`src/rtl/serial_subtractor.sv`:
```
// rtl/serial_subtractor.sv - bit-serial LSB-first subtractor built from one full-subtractor cell

module half_subtractor (
    input  logic x,
    input  logic y,
    output logic d,
    output logic bo
);
    assign d  = x ^ y;
    assign bo = ~x & y;
endmodule

module serial_subtractor #(
    parameter int WIDTH = 8
) (
    input  logic             clk,
    input  logic             rst,
    input  logic             start,
    input  logic [WIDTH-1:0] a,
    input  logic [WIDTH-1:0] b,
    output logic             busy,
    output logic             done,
    output logic [WIDTH-1:0] diff,
    output logic             borrow_out
);
    localparam int CW = $clog2(WIDTH);

    typedef enum logic [1:0] {
        IDLE = 2'd0,
        RUN  = 2'd1,
        DONE = 2'd2
    } state_t;

    state_t           state;
    state_t           state_nxt;
    logic             accept;
    logic [WIDTH-1:0] sa;
    logic [WIDTH-1:0] sb;
    logic [WIDTH-1:0] res;
    logic             borrow;
    logic [CW-1:0]    cnt;
    logic             last_bit;

    logic t1;
    logic t2;
    logic t3;
    logic d_bit;
    logic bout;

    assign last_bit = (cnt == CW'(WIDTH - 1));

    // Full-subtractor slice: two half-subtractors plus an OR of their borrows.
    half_subtractor u_hs_op (
        .x  (sa[0]),
        .y  (sb[0]),
        .d  (t1),
        .bo (t2)
    );

    half_subtractor u_hs_borrow (
        .x  (t1),
        .y  (borrow),
        .d  (d_bit),
        .bo (t3)
    );

    assign bout = t2 | t3;

    // State register.
    always_ff @(posedge clk) begin
        if (rst) begin
            state <= IDLE;
        end else begin
            state <= state_nxt;
        end
    end

    // Next-state logic; start is only honoured when no subtraction is in flight.
    always_comb begin
        state_nxt = state;
        accept    = 1'b0;
        case (state)
            IDLE: begin
                if (start) begin
                    state_nxt = RUN;
                    accept    = 1'b1;
                end
            end
            RUN: begin
                if (last_bit) begin
                    state_nxt = DONE;
                end
            end
            DONE: begin
                if (start) begin
                    state_nxt = RUN;
                    accept    = 1'b1;
                end else begin
                    state_nxt = IDLE;
                end
            end
            default: begin
                state_nxt = IDLE;
            end
        endcase
    end

    // Status flags are registered copies of the upcoming state so nothing is combinational from inputs.
    always_ff @(posedge clk) begin
        if (rst) begin
            busy <= 1'b0;
            done <= 1'b0;
        end else begin
            busy <= (state_nxt == RUN);
            done <= (state_nxt == DONE);
        end
    end

    // Operand shifters, result accumulator and output capture on the final bit.
    always_ff @(posedge clk) begin
        if (rst) begin
            sa         <= '0;
            sb         <= '0;
            res        <= '0;
            borrow     <= 1'b0;
            cnt        <= '0;
            diff       <= '0;
            borrow_out <= 1'b0;
        end else if (accept) begin
            sa     <= a;
            sb     <= b;
            res    <= '0;
            borrow <= 1'b0;
            cnt    <= '0;
        end else if (state == RUN) begin
            sa     <= sa >> 1;
            sb     <= sb >> 1;
            res    <= {d_bit, res[WIDTH-1:1]};
            borrow <= bout;
            if (last_bit) begin
                diff       <= {d_bit, res[WIDTH-1:1]};
                borrow_out <= bout;
            end else begin
                cnt <= cnt + 1'b1;
            end
        end
    end
endmodule

```
`config.mk`:
```
export PLATFORM = sky130hd
export DESIGN_NAME = serial_subtractor
export DESIGN_NICKNAME = d
export VERILOG_FILES = /design/src/rtl/serial_subtractor.sv
export SDC_FILE = /design/constraint.sdc
export NUM_CORES = 1
export LEC_CHECK = 0
export CORE_UTILIZATION = 54
export CTS_CLUSTER_SIZE = 10
export DETAILED_ROUTE_END_ITERATION = 12
export PLACE_DENSITY_LB_ADDON = 0.25
export REMOVE_ABC_BUFFERS = 1
export SLEW_MARGIN = 40
export SYNTH_ARGS = -nofsm -noshare
export SYNTH_HDL_FRONTEND = slang
export SYNTH_SLANG_ARGS = --single-unit
```
`constraint.sdc`:
```
create_clock -name clk -period 3.83 [get_ports clk]
set_input_delay 0.766 -clock clk [delete_from_list [all_inputs] [get_ports clk]]
set_output_delay 0.766 -clock clk [all_outputs]
set_load 0.02 [all_outputs]
```
* After elaboration in Yosys (flattened, before gate mapping)
Index checks and enable logic that the tools add are counted.
** Storage, ports and cells
- Flip-flop bits (word level) :: 41
- Bits in latches :: 0
- RAM bits :: 0
- Memory bits (read-only) :: 0
- Word-level logic and storage cells :: 41
- Memories kept :: 0
** Cells by class
- Add/subtract/negate cells :: 1
- Multiply operators :: 0
- Divide/modulo/power cells :: 0
- $lt $le $gt $ge :: 0
- Equality and inequality tests :: 5
- Shift operators :: 0
- Muxes and demuxes :: 10
- Bitwise logic cells :: 9
- Reduce and logical (&&, ||, !) cells :: 6
** Operators by type and width (number)
- 2-to-1 mux 8 bit :: 4
- one-hot mux 2 bit (3 select lines) :: 1
- equality test 2 x 1 -> 1 bit, second input constant :: 2
- equality test 2 bit, second input constant :: 2
- 2-to-1 mux 2 bit :: 2
- inverter 1 bit :: 4
- OR reduction 2 bit :: 2
- adder 3 x 1 -> 3 bit, second input constant :: 1
- equality test 3 bit, second input constant :: 1
- 2-to-1 mux 1 bit :: 3
- AND reduction 3 bit :: 1
- bitwise AND 1 bit :: 2
- zero test 2 bit :: 1
- AND reduction 2 bit :: 1
- nonzero test 2 bit :: 1
- XOR 1 bit :: 2
- OR 1 bit :: 1

* Longest topological paths before layout
Gate-level depths: netlist (run 1).
- Depth after elaboration :: 5
- Depth in mapped cells :: 5

* Modules after synthesis
Synthesis (run 1) repeated with hierarchy kept, for this count alone.
** Second synthesis, totals
- Cells, all modules :: 186
- Area, all modules :: 1590.3 um^2
** Modules (own cells, without submodules)
- serial_subtractor :: instances 1, cells an instance 180, area an instance 1550.2 um^2
- half_subtractor :: instances 2, cells an instance 3, area an instance 20.0 um^2

* Worst setup path after synthesis (run 1)
OpenSTA, ideal clock, no wires.
- Path kind :: input port to flip-flop
- From :: input port start
- To :: register sa[7]
- Setup time :: 0.132 ns
- Data arrival time :: 1.275 ns
- Path slack :: 2.423 ns
- Stages on the path :: 4
- Buffers on the path :: 1
- Cell sequence :: nor2b_1 buf_2 mux2i_1 nor3_1
** Between the ends
- Word-level cells in the longest chain between the ends :: 3
- Elaborated cells between the ends (all ways) :: 4
- Those cells by class :: mux (3); reduce/logical (1)
** Ends and longest elaborated chain
- start: declaration :: line 18 : input logic start,
- 2-to-1 mux 1 bit (*) :: line 84, 95
- 2-to-1 mux 1 bit (*)
- 2-to-1 mux 8 bit or nonzero test 2 bit (tied branches)
- end signal: assignment :: line 136 : sa <= sa >> 1;
- end: declaration :: line 37 : logic [WIDTH-1:0] sa;
Mark *: on every way between the ends. The rest lies on a longest branch, timed or not.
A chain may end at the register's enable or synchronous reset.

* Final worst setup path (run 1)
- From :: register diff[3]
- To :: output port diff[3]
** RTL lines
- start: declaration :: line 23 : output logic [WIDTH-1:0] diff,
- start signal: assignment :: line 141 : diff <= {d_bit, res[WIDTH-1:1]};
No word-level cell between the ends.

==> metrics.yaml, run 1 <==
cts:
  cts-root-buf: "clkbuf_4"
  ctsHoldBuffers: 0
  clock_latency_ns: 0.34
  cts_sinks: 40
  cts_buffers: 5
  path_clk_slew_ns: 0.11
  clockBufferDepth: 2
  postCtsResizedCells: 0
  cts_tree: "done"
  cts_setup_buffers: 0
  htreeDepth: 2
grt:
  grt_pass1_vias: 1176
  gr-usage-all-layers_pct: 21.6
  grt-ovfl-total: 0
  grt_max_degree: 38
  antenna_found_initial: 0
  grt_pass1_wl_mm: 5.18
place:
  dp_slack_ns: 1.47
  dp.cells: 228
  globalplace.congestion: 0.767
  placed_area_um2: 1840
  dp_hpwl_mm: 2.05
  io_buffers: 29
logic_synthesis:
  ys_seq_area_share_pct: 50.3
  avgSynthCellArea_um2: 8.75
  syn-cell-area_um2: 1590
  ys_seq_elements: 40
  syn_inst: 182
  synth_cell_type_count: 29
  yosysWarnings: 0
detailed_routing:
  drc_errors: 0
  ant_nets: 0
  vias: 1339
  routed_wl_mm: 3.12
  drt-pass1-iter-count: 6
  drt_iter0_drc: 46
  wl_per_cell_um: 13.2
  routed_via_density: 5.67
setup_path:
  crit_path_end_kind: "output pin"
  slowest_delay_ns: 0.60
  path_class: "flop to output pin"
  crit_buf_inv: 1
  cp-start-kind: "flop"
  cp.required_ns: 3.06
  arrival_ns: 1.30
  path_delay_family: "buffers and inverters"
  path_cells: "clkdlybuf4s50_1"
  cp_slowest_cell: "clkdlybuf4s50_1"
  cp_max_fo: 2
final_layout:
  final-instance-count-excl-fill: 236
  fin_nets: 227
  final_area_um2: 1900
  final_util_pct: 68.3
  drive_gt1_share_pct: 5.37
  diodes: 0
  layout_commonest_cell: "dfxtp_1"
  final_cell_mix: "40 x dfxtp_1, 37 x nand2_1, 29 x clkdlybuf4s50_1"
  syn2layout_area_growth_pct: 19.2
  fill_cells: 220
power_and_ir_drop:
  powerDensity_nw_per_um2: 401
  clkPwrFrac_pct: 28.7
  switchingPower_mw: 0.192
  peakVddDrop_v: 0.000368
  p_sw_share_pct: 25.2
  p_seq_share_pct: 58.6
  p_leak_nw: 0.649
  comb_power_share_pct: 12.7
  fin_total_pwr_mw: 0.761
  internal-power_mw: 0.569
sta:
  setup_slack_ns: 1.76
  clock_skew_ns: 0.00389
  hold_viol: 0
  period_minus_slack_ns: 2.07
  totalNegativeSetupSlack_ns: 0
  period_share_pct: 54.0
  slew_headroom_pct: 53.9
  rsz0062_at_grt: "no"
  worst_pin_slew_ns: 0.691
  maxSlewViolCount: 0
  max_freq_mhz: 483
  fin_hold_ws_ns: 0.460
  setup_viol: 0
status:
  status: "finished clean"
floorplanning:
  die_y_um: 56.3
  die_x_um: 56.3
  core_um2: 2780
  die_area_um2: 3170
  fp-row-count: 19
  io-pin-count: 30
  start_util_pct: 57.3
job:
  drv_cap: 0
min_path:
  min_path_type: "flop to flop"
[tightest hold or removal path: stages (launching register included)]
cell,delay (ns)
dfxtp_1,0.32
nand2_1,0.05
a21oi_1,0.05
[sequential cells by signal, indices dropped and copies added, names as in the netlist]
signal,count
cnt,3
res,7
done,1
sb,8
borrow,1
busy,1
sa,8
borrow_out,1
diff,8
state,2
[power groups by stage]
stage	Combinational (mW)	Sequential [mW]	Clock, mW
3_5_place_dp	0.0953	0.455	0
6_report	0.0966	0.446	0.219
5_1_grt	0.106	0.449	0.244
3_3_place_gp	0.0927	0.454	0
2_1_floorplan	0.0554	0.454	0
4_1_cts	0.0961	0.446	0.221
[cell type report]
| cell class | count | area [µm²] | area share [%] |
|---|---|---|---|
| flip-flops and latches | 40 | 801 | 42.2 |
| multi-input cells | 125 | 696 | 36.6 |
| repair buffers | 30 | 298 | 15.7 |
| clock buffers | 8 | 58.8 | 3.10 |
| well taps | 31 | 38.8 | 2.04 |
| inverters | 2 | 7.51 | 0.395 |
[logic make-up (layout without fill, tap and decap cells)]
logic type      count (synthesis)  after routing  share of synthesized area [%]
compound gates                 40             40                           15.9
xor+xnor                        1              1                          0.550
fa+ha+maj                       4              4                           3.61
buf+inv                        17             40                           6.28
flops                          40             40                           50.3
mux                             2              2                           1.26
simple gates                   78             78                           22.1
[cell usage after synthesis]
cell type | count | area (µm²)
inv_1 | 2 | 7.51
xnor2_1 | 1 | 8.76
nor2b_1 | 1 | 6.26
a311oi_1 | 7 | 61.3
a22oi_1 | 1 | 7.51
mux2i_1 | 2 | 20.0
buf_1 | 2 | 7.51
ha_1 | 3 | 37.5
nand2b_1 | 3 | 18.8
nand2_1 | 37 | 139
and2b_1 | 1 | 7.51
nor2_1 | 9 | 33.8
clkbuf_1 | 1 | 3.75
a311oi_2 | 1 | 15.0
nand3b_1 | 1 | 7.51
nand2b_2 | 1 | 8.76
dfxtp_1 | 40 | 801
nand3_1 | 9 | 45.0
o22ai_1 | 7 | 43.8
o21ai_0 | 2 | 10.0
nor3_1 | 14 | 70.1
a211oi_1 | 1 | 7.51
fa_1 | 1 | 20.0
buf_2 | 8 | 40.0
buf_6 | 3 | 33.8
buf_4 | 1 | 7.51
a221oi_1 | 1 | 8.76
nor3b_1 | 2 | 15.0
a21oi_1 | 20 | 100
[routing by layer]
layer	up-vias	share of wire, %	routed length (µm)	track usage, %
li1	679	-	-	-
met1	624	44	1390	26.6
met2	30	50	1560	34.7
met3	6	4.3	134	7.83
met4	0	1.4	44	8.01
met5	-	0	0	0
[worst paths after layout]
path	startpoint	endpoint	slack (ns)	depth (start not counted)
max	diff[3]$_SDFFE_PP0P_	diff[3]	1.76	1
min	diff[1]$_SDFFE_PP0P_	diff[1]$_SDFFE_PP0P_	0.46	2
max reg2reg	cnt[0]$_SDFFE_PP0P_	diff[0]$_SDFFE_PP0P_	2.12	5
min reg2reg	diff[1]$_SDFFE_PP0P_	diff[1]$_SDFFE_PP0P_	0.46	2
(Power assumes the default switching activity.)
==> inputs of run 2 (changes only) <==
Settings changed: CORE_UTILIZATION 54 to 50.
Clock period 3.83 ns to 2 ns, I/O delays scaled along.
==> metrics.yaml, run 2 (synthesized netlist as in run 1, its figures left out) <==
job:
  drv_cap: 0  # unchanged
cts:
  htreeDepth: 2  # unchanged
  path_clk_slew_ns: 0.12  # was 0.11 ns
  cts_sinks: 40  # unchanged
  cts_buffers: 5  # unchanged
  postCtsResizedCells: 0  # unchanged
  ctsHoldBuffers: 0  # unchanged
  clock_latency_ns: 0.35  # was 0.34 ns
  cts-root-buf: "clkbuf_4"  # unchanged
  cts_tree: "done"  # unchanged
  clockBufferDepth: 2  # unchanged
  cts_setup_buffers: 0  # unchanged
setup_path:
  path_class: "flop to output pin"  # unchanged
  arrival_ns: 1.30  # about the same
  crit_buf_inv: 1  # unchanged
  cp-start-kind: "flop"  # unchanged
  cp_max_fo: 2  # unchanged
  path_delay_family: "buffers and inverters"  # unchanged
  cp.required_ns: 1.60  # was 3.06 ns
  crit_path_end_kind: "output pin"  # unchanged
  path_cells: "clkdlybuf4s50_1"  # unchanged
  cp_slowest_cell: "clkdlybuf4s50_1"  # unchanged
  slowest_delay_ns: 0.60  # about the same
final_layout:
  syn2layout_area_growth_pct: 23.5  # was 19.2%
  layout_commonest_cell: "dfxtp_1"  # unchanged
  top_regs: "diff x8, sa x8, sb x8"  # unchanged
  final_cell_mix: "40 x dfxtp_1, 37 x nand2_1, 29 x clkdlybuf4s50_1"  # unchanged
  fin_nets: 234  # was 227
  diodes: 0  # unchanged
  drive_gt1_share_pct: 8.49  # was 5.37%
sta:
  maxSlewViolCount: 0  # unchanged
  setup_viol: 0  # unchanged
  rsz0062_at_grt: "no"  # unchanged
  worst_pin_slew_ns: 0.603  # was 0.691 ns
  totalNegativeSetupSlack_ns: 0  # unchanged
  clock_skew_ns: 0.00488  # was 0.00389 ns
  period_minus_slack_ns: 1.70
  slew_headroom_pct: 59.8  # was 53.9%
  max_freq_mhz: 587
  period_share_pct: 85.2
  hold_viol: 0  # unchanged
place:
  dp_hpwl_mm: 2.15  # was 2.05 mm
  io_buffers: 29  # unchanged
  globalplace.congestion: 0.757  # was 0.767
power_and_ir_drop:
  comb_power_share_pct: 13.3  # was 12.7%
  p_seq_share_pct: 57.6  # was 58.6%
  peakVddDrop_v: 0.000466  # was 0.000368 V
  internal-power_mw: 1.09  # was 0.569 mW
  p_leak_nw: 0.689  # was 0.649 nW
  fin_total_pwr_mw: 1.48  # was 0.761 mW
  switchingPower_mw: 0.386  # was 0.192 mW
  clkPwrFrac_pct: 29.1  # was 28.7%
  powerDensity_nw_per_um2: 753  # was 401 nW/µm²
  p_sw_share_pct: 26.0  # was 25.2%
floorplanning:
  die_y_um: 58.4  # was 56.3 µm
  die_area_um2: 3420  # was 3170 µm²
  io-pin-count: 30  # unchanged
  fp-row-count: 20  # was 19
  start_util_pct: 52.6  # was 57.3%
  core_um2: 3030  # was 2780 µm²
  die_x_um: 58.4  # was 56.3 µm
grt:
  grt-ovfl-total: 0  # unchanged
  grt_pass1_wl_mm: 5.07  # was 5.18 mm
  antenna_found_initial: 0  # unchanged
  grt_max_degree: 30  # was 38
  grt_pass1_vias: 1203  # was 1176
  gr-usage-all-layers_pct: 19.8  # was 21.6%
status:
  status: "finished clean"  # unchanged
detailed_routing:
  drt-pass1-iter-count: 4  # was 6
  drt_iter0_drc: 40  # was 46
  routed_wl_mm: 3.09  # was 3.12 mm
  ant_nets: 0  # unchanged
  wl_per_cell_um: 12.1  # was 13.2 µm
  vias: 1351  # was 1339
  routed_via_density: 5.28  # was 5.67
  drc_errors: 0  # unchanged
min_path:
  min_path_type: "flop to flop"  # unchanged
run 2: power by group through the flow:
stage                     Combinational (mW)  Clock, mW  Sequential (mW)
after floorplan                        0.106          0            0.869
after global placement                 0.190          0            0.870
after detailed placement               0.196          0            0.871
after CTS                              0.196      0.442            0.853
after global routing                   0.218      0.478            0.858
final                                  0.197      0.430            0.853
run 2: area by class of cell:
type,instances,area (µm²)
clock buffer,6,51.3
sequential,40,801
inverter,2,7.51
fill,260,1060
tap,44,55.1
multi-input combinational,125,692
clock inverter,2,10.0
timing repair buffer,37,350
run 2: per-layer routing:
layer / wire length [µm] / up-vias / share of wire [%] / GRT usage, %
met4: 62 / 0 / 2.0 / 10.2
li1: - / 694 / - / -
met5: 0 / - / 0 / 0
met3: 132 / 7 / 4.3 / 4.18
met1: 1390 / 614 / 45 / 23.1
met2: 1510 / 36 / 49 / 34.2
run 2: per-stage QoR:
| stage | std cells | setup slack [ns] | utilization, % | instance area, µm² | hold slack, ns |
|---|---|---|---|---|---|
| detailed placement | 248 | 0.252 | 62.9 | 1910 | 0.445 |
| floorplan | 167 | 0.478 | - | 1500 | 0.437 |
| global route | 256 | 0.238 | 65.0 | 1970 | 0.480 |
| CTS | 256 | 0.272 | 65.0 | 1970 | 0.461 |
| finish | 256 | 0.296 | 65.0 | 1970 | 0.458 |
| global placement | 248 | 0.337 | 62.9 | 1910 | 0.442 |
run 2: path summary, 6_finish.rpt:
check | from | to | slack [ns] | cells past startpoint
worst max register to register | cnt[0]$_SDFFE_PP0P_ | cnt[0]$_SDFFE_PP0P_ | 0.42 | 5
worst max-delay path | diff[7]$_SDFFE_PP0P_ | diff[7] | 0.30 | 1
worst min-delay path | diff[0]$_SDFFE_PP0P_ | diff[0]$_SDFFE_PP0P_ | 0.46 | 2
worst min register to register | diff[0]$_SDFFE_PP0P_ | diff[0]$_SDFFE_PP0P_ | 0.46 | 2
